### config.mk
export PLATFORM = sky130hd
export DESIGN_NAME = rr_burst_arbiter_flat
export DESIGN_NICKNAME = d
export VERILOG_FILES = /design/src/rtl/rr_burst_arbiter_if.sv /design/src/rtl/rr_burst_arbiter.sv /design/src/flat_wrapper.sv
export SDC_FILE = /design/constraint.sdc
export NUM_CORES = 1
export LEC_CHECK = 0
export CORE_MARGIN = 1.5
export CORE_UTILIZATION = 47
export DETAILED_ROUTE_END_ITERATION = 10
export GPL_ROUTABILITY_DRIVEN = 0
export GPL_TIMING_DRIVEN = 0
export PLACE_DENSITY_LB_ADDON = 0.12
export SYNTH_ARGS = -nofsm -noshare
export SYNTH_HDL_FRONTEND = slang
export SYNTH_SLANG_ARGS = --single-unit
### constraint.sdc
create_clock -name clk -period 2.3 [get_ports clk]
set_input_delay 0.69 -clock clk [delete_from_list [all_inputs] [get_ports clk]]
set_output_delay 0.69 -clock clk [all_outputs]
set_load 0.02 [all_outputs]
### src/rtl/rr_burst_arbiter_if.sv
// Request/grant bundle between up to four requesters and rr_burst_arbiter.
// The arbiter takes the slave modport; the requester side takes master.
interface rr_burst_arbiter_if #(
  parameter int N = 4
);
  logic [N-1:0] req;
  logic [N-1:0] grant;
  logic [1:0]   grant_id;
  logic [1:0]   beat;
  logic         busy;

  modport master (output req, input grant, grant_id, beat, busy);
  modport slave  (input req, output grant, grant_id, beat, busy);
endinterface

### src/rtl/rr_burst_arbiter.sv
// Round-robin burst arbiter: one owner at a time for up to BURST_LEN beats.
// Define ARB_GAP_EN to insert a one-cycle GAP turnaround between grants.
module rr_burst_arbiter #(
  parameter int N         = 4,
  parameter int BURST_LEN = 4
) (
  input  logic             clk,
  input  logic             rst,
  rr_burst_arbiter_if.slave bus
);

  localparam logic [1:0] ST_IDLE  = 2'd0;
  localparam logic [1:0] ST_GRANT = 2'd1;
`ifdef ARB_GAP_EN
  localparam logic [1:0] ST_GAP   = 2'd2;
`endif
  localparam logic [1:0]   LAST_BEAT = 2'(BURST_LEN - 1);
  localparam logic [N-1:0] ONE_HOT0  = {{(N-1){1'b0}}, 1'b1};

  logic [1:0]   state_q, state_d;
  logic [1:0]   ptr_q, ptr_d;
  logic [1:0]   owner_q, owner_d;
  logic [1:0]   beat_q, beat_d;
  logic [N-1:0] grant_q, grant_d;
  logic         busy_q, busy_d;

  logic         found;
  logic [1:0]   winner;
  logic [1:0]   win_next;
  logic [2:0]   idx;
  logic         burst_end;
  logic         take;

  // Search req from ptr upward, wrapping modulo N; first set bit wins.
  always_comb begin
    found  = 1'b0;
    winner = 2'd0;
    idx    = 3'd0;
    for (int i = 0; i < N; i++) begin
      idx = 3'(ptr_q) + 3'(i);
      if (idx >= 3'(N)) idx = idx - 3'(N);
      if (!found && bus.req[idx]) begin
        found  = 1'b1;
        winner = idx[1:0];
      end
    end
  end

  assign win_next  = (winner == 2'(N - 1)) ? 2'd0 : winner + 2'd1;
  assign burst_end = !bus.req[owner_q] || (beat_q == LAST_BEAT);

  always_comb begin
    state_d = state_q;
    ptr_d   = ptr_q;
    owner_d = owner_q;
    beat_d  = beat_q;
    grant_d = grant_q;
    take    = 1'b0;
    case (state_q)
      ST_GRANT: begin
        if (!burst_end) begin
          beat_d = beat_q + 2'd1;
        end else begin
          owner_d = 2'd0;
          beat_d  = 2'd0;
          grant_d = '0;
`ifdef ARB_GAP_EN
          state_d = ST_GAP;
`else
          state_d = ST_IDLE;
          take    = found;
`endif
        end
      end
`ifdef ARB_GAP_EN
      ST_GAP: begin
        state_d = ST_IDLE;
        take    = found;
      end
`endif
      default: begin
        state_d = ST_IDLE;
        owner_d = 2'd0;
        beat_d  = 2'd0;
        grant_d = '0;
        take    = found;
      end
    endcase
    // A new owner always starts at beat 0 and moves the pointer past itself.
    if (take) begin
      state_d = ST_GRANT;
      owner_d = winner;
      beat_d  = 2'd0;
      grant_d = ONE_HOT0 << winner;
      ptr_d   = win_next;
    end
    busy_d = |grant_d;
  end

  always_ff @(posedge clk or negedge rst) begin
    if (!rst) begin
      state_q <= ST_IDLE;
      ptr_q   <= 2'd0;
      owner_q <= 2'd0;
      beat_q  <= 2'd0;
      grant_q <= '0;
      busy_q  <= 1'b0;
    end else begin
      state_q <= state_d;
      ptr_q   <= ptr_d;
      owner_q <= owner_d;
      beat_q  <= beat_d;
      grant_q <= grant_d;
      busy_q  <= busy_d;
    end
  end

  assign bus.grant    = grant_q;
  assign bus.grant_id = owner_q;
  assign bus.beat     = beat_q;
  assign bus.busy     = busy_q;

endmodule

### src/flat_wrapper.sv
// flat-port wrapper written by rule: the top's interface ports become plain ports
module rr_burst_arbiter_flat 
#(
  parameter int N         = 4,
  parameter int BURST_LEN = 4
)
  (clk, rst, bus_req, bus_grant, bus_grant_id, bus_beat, bus_busy);
  rr_burst_arbiter_if #(.N(N)) bus_i ();
  input  logic clk;
  input  logic rst;
  input wire logic [$bits(bus_i.req)-1:0] bus_req;
  output wire logic [$bits(bus_i.grant)-1:0] bus_grant;
  output wire logic [$bits(bus_i.grant_id)-1:0] bus_grant_id;
  output wire logic [$bits(bus_i.beat)-1:0] bus_beat;
  output wire logic [$bits(bus_i.busy)-1:0] bus_busy;
  assign bus_i.req = bus_req;
  assign bus_grant = bus_i.grant;
  assign bus_grant_id = bus_i.grant_id;
  assign bus_beat = bus_i.beat;
  assign bus_busy = bus_i.busy;
  rr_burst_arbiter #(.N(N), .BURST_LEN(BURST_LEN)) u_core (.clk(clk), .rst(rst), .bus(bus_i));
endmodule
[Word level (Yosys, flattened, before mapping)]
Index checks and enable logic that the tools add are counted.
Storage, ports and cells
  output and inout bits: 9
  bits in registers: 13
  bits of input ports: 6
  word-level logic and storage cells: 73
Operators by class
  eq/ne operators: 4
  add/sub/neg operators: 9
  reductions and logical operators: 9
  mux-type cells: 35
  shifts and indexed selects: 1
  $lt $le $gt $ge: 9
Operators with widths (number)
  $mux 2: 12
  $lt 3x3->1 const B: 4
  $mux 3: 4
  $mux 4: 3
  $mux 1: 11
  $bmux 1 s2: 5
  $ge 3x3->1 const B: 3
  $sub 3x3->3 const B: 3
  $add 2x2->3 const B: 2
  $add 2x1->2 const B: 2
  $eq 2x2->1 const B: 2
  $logic_not 1->1: 4
  $reduce_or 4->1: 1
  $shl 1x2->4 const A: 1
  $add 2x1->3 const B: 1
  $ge 2x3->1 const B: 1
  $logic_and 1x1->1: 3
  $lt 2x3->1 const B: 1
  $ne 3x1->1 const B: 1
  $sub 2x3->3 const B: 1
  $eq 2x1->1 const B: 1
  $logic_or 1x1->1: 1

[Depth between registers and ports, before layout]
  word-level depth: 18
  gate-level depth with buffers: 7
  mapped depth without buffers: 7

[Least setup slack after synthesis]
OpenSTA, ideal clock, no wires.
  path kind: input to register
  start: input bus_req[3]
  end: register u_core.busy_q (netlist: u_core.bus.busy)
  setup slack: 377 ps
  arrival time: 1785 ps
  cell stages on the path: 6
  data required time: 2162 ps
  path buffers: 0
  library setup time: 138 ps
  path through: nand2b_1 > a211oi_1 > nor2_1 > ha_1 > o41ai_1 > o21ai_0
On the way
  longest elaborated chain between the ends: 16
  elaborated cells on any way between the ends: 33
  classes of those cells: 1 x shift; 23 x mux; 9 x reduce/logical
Ends and longest elaborated chain
  start, declared: line flat_wrapper.sv:11  | input wire logic [$bits(bus_i.req)-1:0] bus_req;
  $bmux 1 s2: line rr_burst_arbiter.sv:42  | if (!found && bus.req[idx]) begin
  $mux 1 (not written as such): line rr_burst_arbiter.sv:42
  $mux 1: line rr_burst_arbiter.sv:42
  $logic_not 1->1: line rr_burst_arbiter.sv:42
  $logic_and 1x1->1: line rr_burst_arbiter.sv:42
  $mux 1: line rr_burst_arbiter.sv:42
  $logic_not 1->1: line rr_burst_arbiter.sv:42
  $logic_and 1x1->1: line rr_burst_arbiter.sv:42
  $mux 1: line rr_burst_arbiter.sv:42
  $logic_not 1->1: line rr_burst_arbiter.sv:42
  $logic_and 1x1->1: line rr_burst_arbiter.sv:42
  $mux 1: line rr_burst_arbiter.sv:42
  $mux 1: line rr_burst_arbiter.sv:61  | if (!burst_end) begin
  $mux 1: line rr_burst_arbiter.sv:59  | case (state_q)
  $mux 4 (*): line rr_burst_arbiter.sv:90  | if (take) begin
  $reduce_or 4->1 (*): line rr_burst_arbiter.sv:97  | busy_d = |grant_d;
  named net u_core.busy_d: line rr_burst_arbiter.sv:25  | logic busy_q, busy_d;
  end signal, assigned: line rr_burst_arbiter.sv:114  | busy_q <= busy_d;
  end, declared: line rr_burst_arbiter.sv:25
Mark *: on every way through the listed nets, which the timed path passes. The rest lies on a longest branch. The select of a mux whose other input is x is not followed.
A chain may end at the register's enable or synchronous reset.

[Worst setup path after layout]
  start: input bus_req[0]
  end: register u_core.busy_q (netlist: u_core.bus.busy)
Same word-level chain as after synthesis.

==> impl_summary.log <==
INFO  metric grt.overflow.total = 0
INFO  metric drt-total-wl = 1265 microns
INFO  metric criticalPathCategory = primary input to register
INFO  metric drt_drc_violations_left = 0
INFO  metric fin_worst_skew = 0.006975 ns
INFO  metric syn2layout_area_growth = 34.49%
INFO  metric relative_slew_margins = 64.60%
INFO  metric htree_levels = 1
INFO  metric die_x = 40.17 microns
INFO  metric synth_warnings = 0
INFO  metric row_count = 13
INFO  metric post-layout-total-power = 1.152 mW
INFO  metric powerDensity = 1319 mW/mm^2
INFO  metric largest_net_degree_at_the_start_of_global_routing = 13
INFO  metric critPathLaunchType = primary input
INFO  metric buffer_ports.inserted = 14
INFO  metric peakVddDrop = 638.4 uV
INFO  metric clkLatencyLatePin = 0.27 ns
INFO  metric timing.reg2reg.worst_path_depth = 7
INFO  metric layout.nets = 93
INFO  metric synth.ff_latch_count = 12
INFO  metric p_leak = 0.4092 nW
INFO  metric worst_r2r_endpoint = u_core.bus.busy
INFO  metric worst_slew_pin_slew = 0.5293 ns
INFO  metric netlist_area = 649.4 sq um
INFO  metric timing.reg2reg.setup_slack = 0.43 ns
INFO  metric critPathBufInv = 1
INFO  metric synthesis.instances = 62
INFO  metric fp.dieH = 40.17 microns
INFO  metric netlist.area_leader.share = 46.24%
INFO  metric power.switching_fraction = 40.16%
INFO  metric detail_route.vias_per_cell = 5.453
INFO  metric path_class_of_the_lowest_slack_min_delay_path = register to register
INFO  metric post-route-period-util = 93.86%
INFO  metric antenna_left = 0
INFO  metric top_level_ports = 15
INFO  metric synth.distinct_cells = 23
INFO  metric cap_violations = 0
INFO  metric status = completed
INFO  metric wl_per_cell = 13.32 microns
INFO  metric synth_nets = 73
INFO  metric worstSetupEndpointType = register
INFO  metric timing.critical_path.fanout_max = 3
INFO  metric cts_num_sinks = 12
INFO  metric dpl_worst_slack = -0.3802 ns
INFO  metric share_of_synthesized_area_occupied_by_flip_flops_and_latches = 46.24%
INFO  metric ctsRootBufferMaster = sky130_fd_sc_hd__clkbuf_4
INFO  metric full_die_area = 0.001614 sq mm
INFO  metric drive_gt1_share = 17.50%
INFO  metric final.hold.worst_slack = 0.4626 ns
INFO  metric crit-reg2reg-launch = u_core.ptr_q[1]
INFO  metric synth_area_per_cell = 10.47 sq um
INFO  metric ys_top_cells_by_area = sky130_fd_sc_hd__dfrtp_1 (46%), sky130_fd_sc_hd__ha_1 (9.6%), sky130_fd_sc_hd__nand2_1 (6.4%), sky130_fd_sc_hd__mux2i_1 (4.6%), sky130_fd_sc_hd__o21ai_0 (4.6%)
INFO  metric dpl.hpwl = 924 microns
INFO  metric worstPathRequired = 2.43 ns
INFO  metric fin_setup_tns = 0 ns
INFO  metric final_period_minus_worst_setup_slack = 2.159 ns
INFO  metric mostFrequentLayoutCell = sky130_fd_sc_hd__dfrtp_1
INFO  metric worst_path_max_delay_cell = sky130_fd_sc_hd__clkdlybuf4s50_1
INFO  metric seq_power_share = 33.0%
INFO  metric timing.critical_path.slowest_cell_delay = 0.56 ns
INFO  metric crit_arrival = 2.29 ns
INFO  metric timing.hold.worst_path_depth = 1
INFO  metric max_freq = 0.4632 GHz
INFO  metric synthDominantAreaCellType = sky130_fd_sc_hd__dfrtp_1
INFO  metric drt_iter0_drc = 13
INFO  metric min-delay-start = u_core.bus.beat[0]
INFO  metric clk_pin_slew = 0.06 ns
INFO  metric grt_first_pass_wirelength = 1897 microns
INFO  metric share_of_the_core_filled_with_cells = 67.12%
INFO  metric core_area = 0.001301 sq mm
INFO  metric power_frac_clock = 10.6%
INFO  metric setup_repair_after_global_routing_missed_its_margin = no
INFO  metric setup_viol = 0
INFO  metric hold_crit_endpoint = u_core.bus.beat[0]
INFO  metric timing_max_transition_violations_final = 0
INFO  metric antenna_found_initial = 0
INFO  metric vias = 518
INFO  metric ant_diodes = 0
INFO  metric first_global_vias = 443
INFO  metric initial_utilization = 49.90%
INFO  metric path_cells = clkdlybuf4s50_1, nor2_4, a211oi_2, nor2_2, ha_1, o41ai_2, o21ai_1
INFO  metric final_worst_setup_slack = 0.1413 ns
INFO  metric cell_internal_pwr = 0.6894 mW
INFO  metric clk_path_buf_depth = 2
INFO  metric switchingPower = 0.4626 mW
INFO  metric layout_common_cells = sky130_fd_sc_hd__dfrtp_1 (12), sky130_fd_sc_hd__nand2_1 (11), sky130_fd_sc_hd__clkdlybuf4s50_1 (11), sky130_fd_sc_hd__o21ai_0 (5), sky130_fd_sc_hd__ha_1 (5)
INFO  metric cts_buffers = 3
INFO  metric power.share.combinational = 56.5%
INFO  metric global_route.usage.total = 18.04%
INFO  metric fill_count = 109
INFO  metric final-hold-violation-count = 0
INFO  metric critical-path-top-delay-family = compound AO/OA/AOI/OAI gates
INFO  metric cts_hold_buffers = 0
INFO  metric drt_first_pass_iters = 4
INFO  metric cts_tree = built
==> power groups by stage <==
| stage | registers, mW | clock network [mW] | logic (mW) |
|---|---|---|---|
| after CTS | 0.375 | 0.126 | 0.625 |
| after detailed placement | 0.378 | 0 | 0.617 |
| after global placement | 0.375 | 0 | 0.603 |
| after global routing | 0.392 | 0.134 | 0.724 |
| after floorplan | 0.443 | 0 | 0.335 |
| final | 0.380 | 0.122 | 0.650 |
==> worst reg2reg max path, cell delays in order, from the launching register on <==
cell                       delay, ns
sky130_fd_sc_hd__dfrtp_1        0.47
sky130_fd_sc_hd__nand2b_1       0.18
sky130_fd_sc_hd__a21oi_1        0.14
sky130_fd_sc_hd__a211o_1        0.20
sky130_fd_sc_hd__inv_1          0.09
sky130_fd_sc_hd__ha_1           0.23
sky130_fd_sc_hd__o41ai_2        0.32
sky130_fd_sc_hd__o21ai_1        0.12
==> Yosys cell counts <==
master / n
sky130_fd_sc_hd__nand2b_1: 2
sky130_fd_sc_hd__a211o_1: 1
sky130_fd_sc_hd__and2_1: 1
sky130_fd_sc_hd__dfrtp_1: 12
sky130_fd_sc_hd__inv_1: 2
sky130_fd_sc_hd__a21oi_1: 1
sky130_fd_sc_hd__o22a_1: 1
sky130_fd_sc_hd__ha_1: 5
sky130_fd_sc_hd__o22ai_4: 1
sky130_fd_sc_hd__nor3b_1: 1
sky130_fd_sc_hd__or3b_4: 1
sky130_fd_sc_hd__buf_4: 1
sky130_fd_sc_hd__o21ai_0: 6
sky130_fd_sc_hd__nand2_1: 11
sky130_fd_sc_hd__o32ai_1: 1
sky130_fd_sc_hd__mux2i_1: 3
sky130_fd_sc_hd__nand3b_1: 1
sky130_fd_sc_hd__nor2b_1: 1
sky130_fd_sc_hd__o41ai_1: 2
sky130_fd_sc_hd__a21oi_2: 1
sky130_fd_sc_hd__mux2_4: 1
sky130_fd_sc_hd__nor2_1: 5
sky130_fd_sc_hd__a211oi_1: 1
==> flip-flops by register name, summed over array words and instances (netlist names) <==
signal / cells
u_core.bus.beat: 2
u_core.bus.busy: 1
u_core.bus.grant: 4
u_core.bus.grant_id: 2
u_core.ptr_q: 2
u_core.state_q: 1
==> stage by stage <==
step           std cells  area [sq um]
2_1_floorplan         62         649.4
3_3_place_gp          91         808.3
3_5_place_dp          91         808.3
4_1_cts               94         838.3
5_1_grt               95         873.3
6_report              95         873.3
==> worst max path at each step <==
stage	slack, ns	start	cells past startpoint	to
after floorplan	0.38	bus_req[3]	6	u_core.bus.busy
after global placement	-0.38	bus_req[3]	7	u_core.bus.busy
after detailed placement	-0.38	bus_req[3]	7	u_core.bus.busy
after CTS	0.01	bus_req[2]	8	u_core.bus.busy
after global routing	0.03	bus_req[0]	8	u_core.bus.busy
final	0.14	bus_req[0]	7	u_core.bus.busy
==> cell families after synthesis <==
group	Yosys count	share of synthesized area (%)
AOI/OAI and AO/OA	15	17.73
adders and majority gates	5	9.634
muxes	4	6.936
and+or+nand+nor	23	17.15
buffers and inverters	3	2.313
DFF	12	46.24
==> routing by layer <==
metal	wire (microns)	global-route usage (%)
met1	578	24.04
met2	618	27.42
met3	48	5.000
met4	19	7.500
met5	0	0
==> repair_timing <==
| item | in CTS | in global routing |
|---|---|---|
| endpoints found under the setup margin | 1 | 1 |
| resized for setup | 2 | 8 |
| gates cloned | 0 | 0 |
| buffers inserted | 0 | 1 |
| pin swaps | 2 | 4 |
==> final cells by class <==
class,count,area (sq um),area share (%)
timing repair buffer,15,155.1,17.77
inverter,2,7.507,0.8596
multi-input combinational,47,361.6,41.40
buffer,1,7.507,0.8596
tap,15,18.77,2.149
clock buffer,3,22.52,2.579
sequential,12,300.3,34.38
Note: power is estimated with default switching activity, not from simulation.
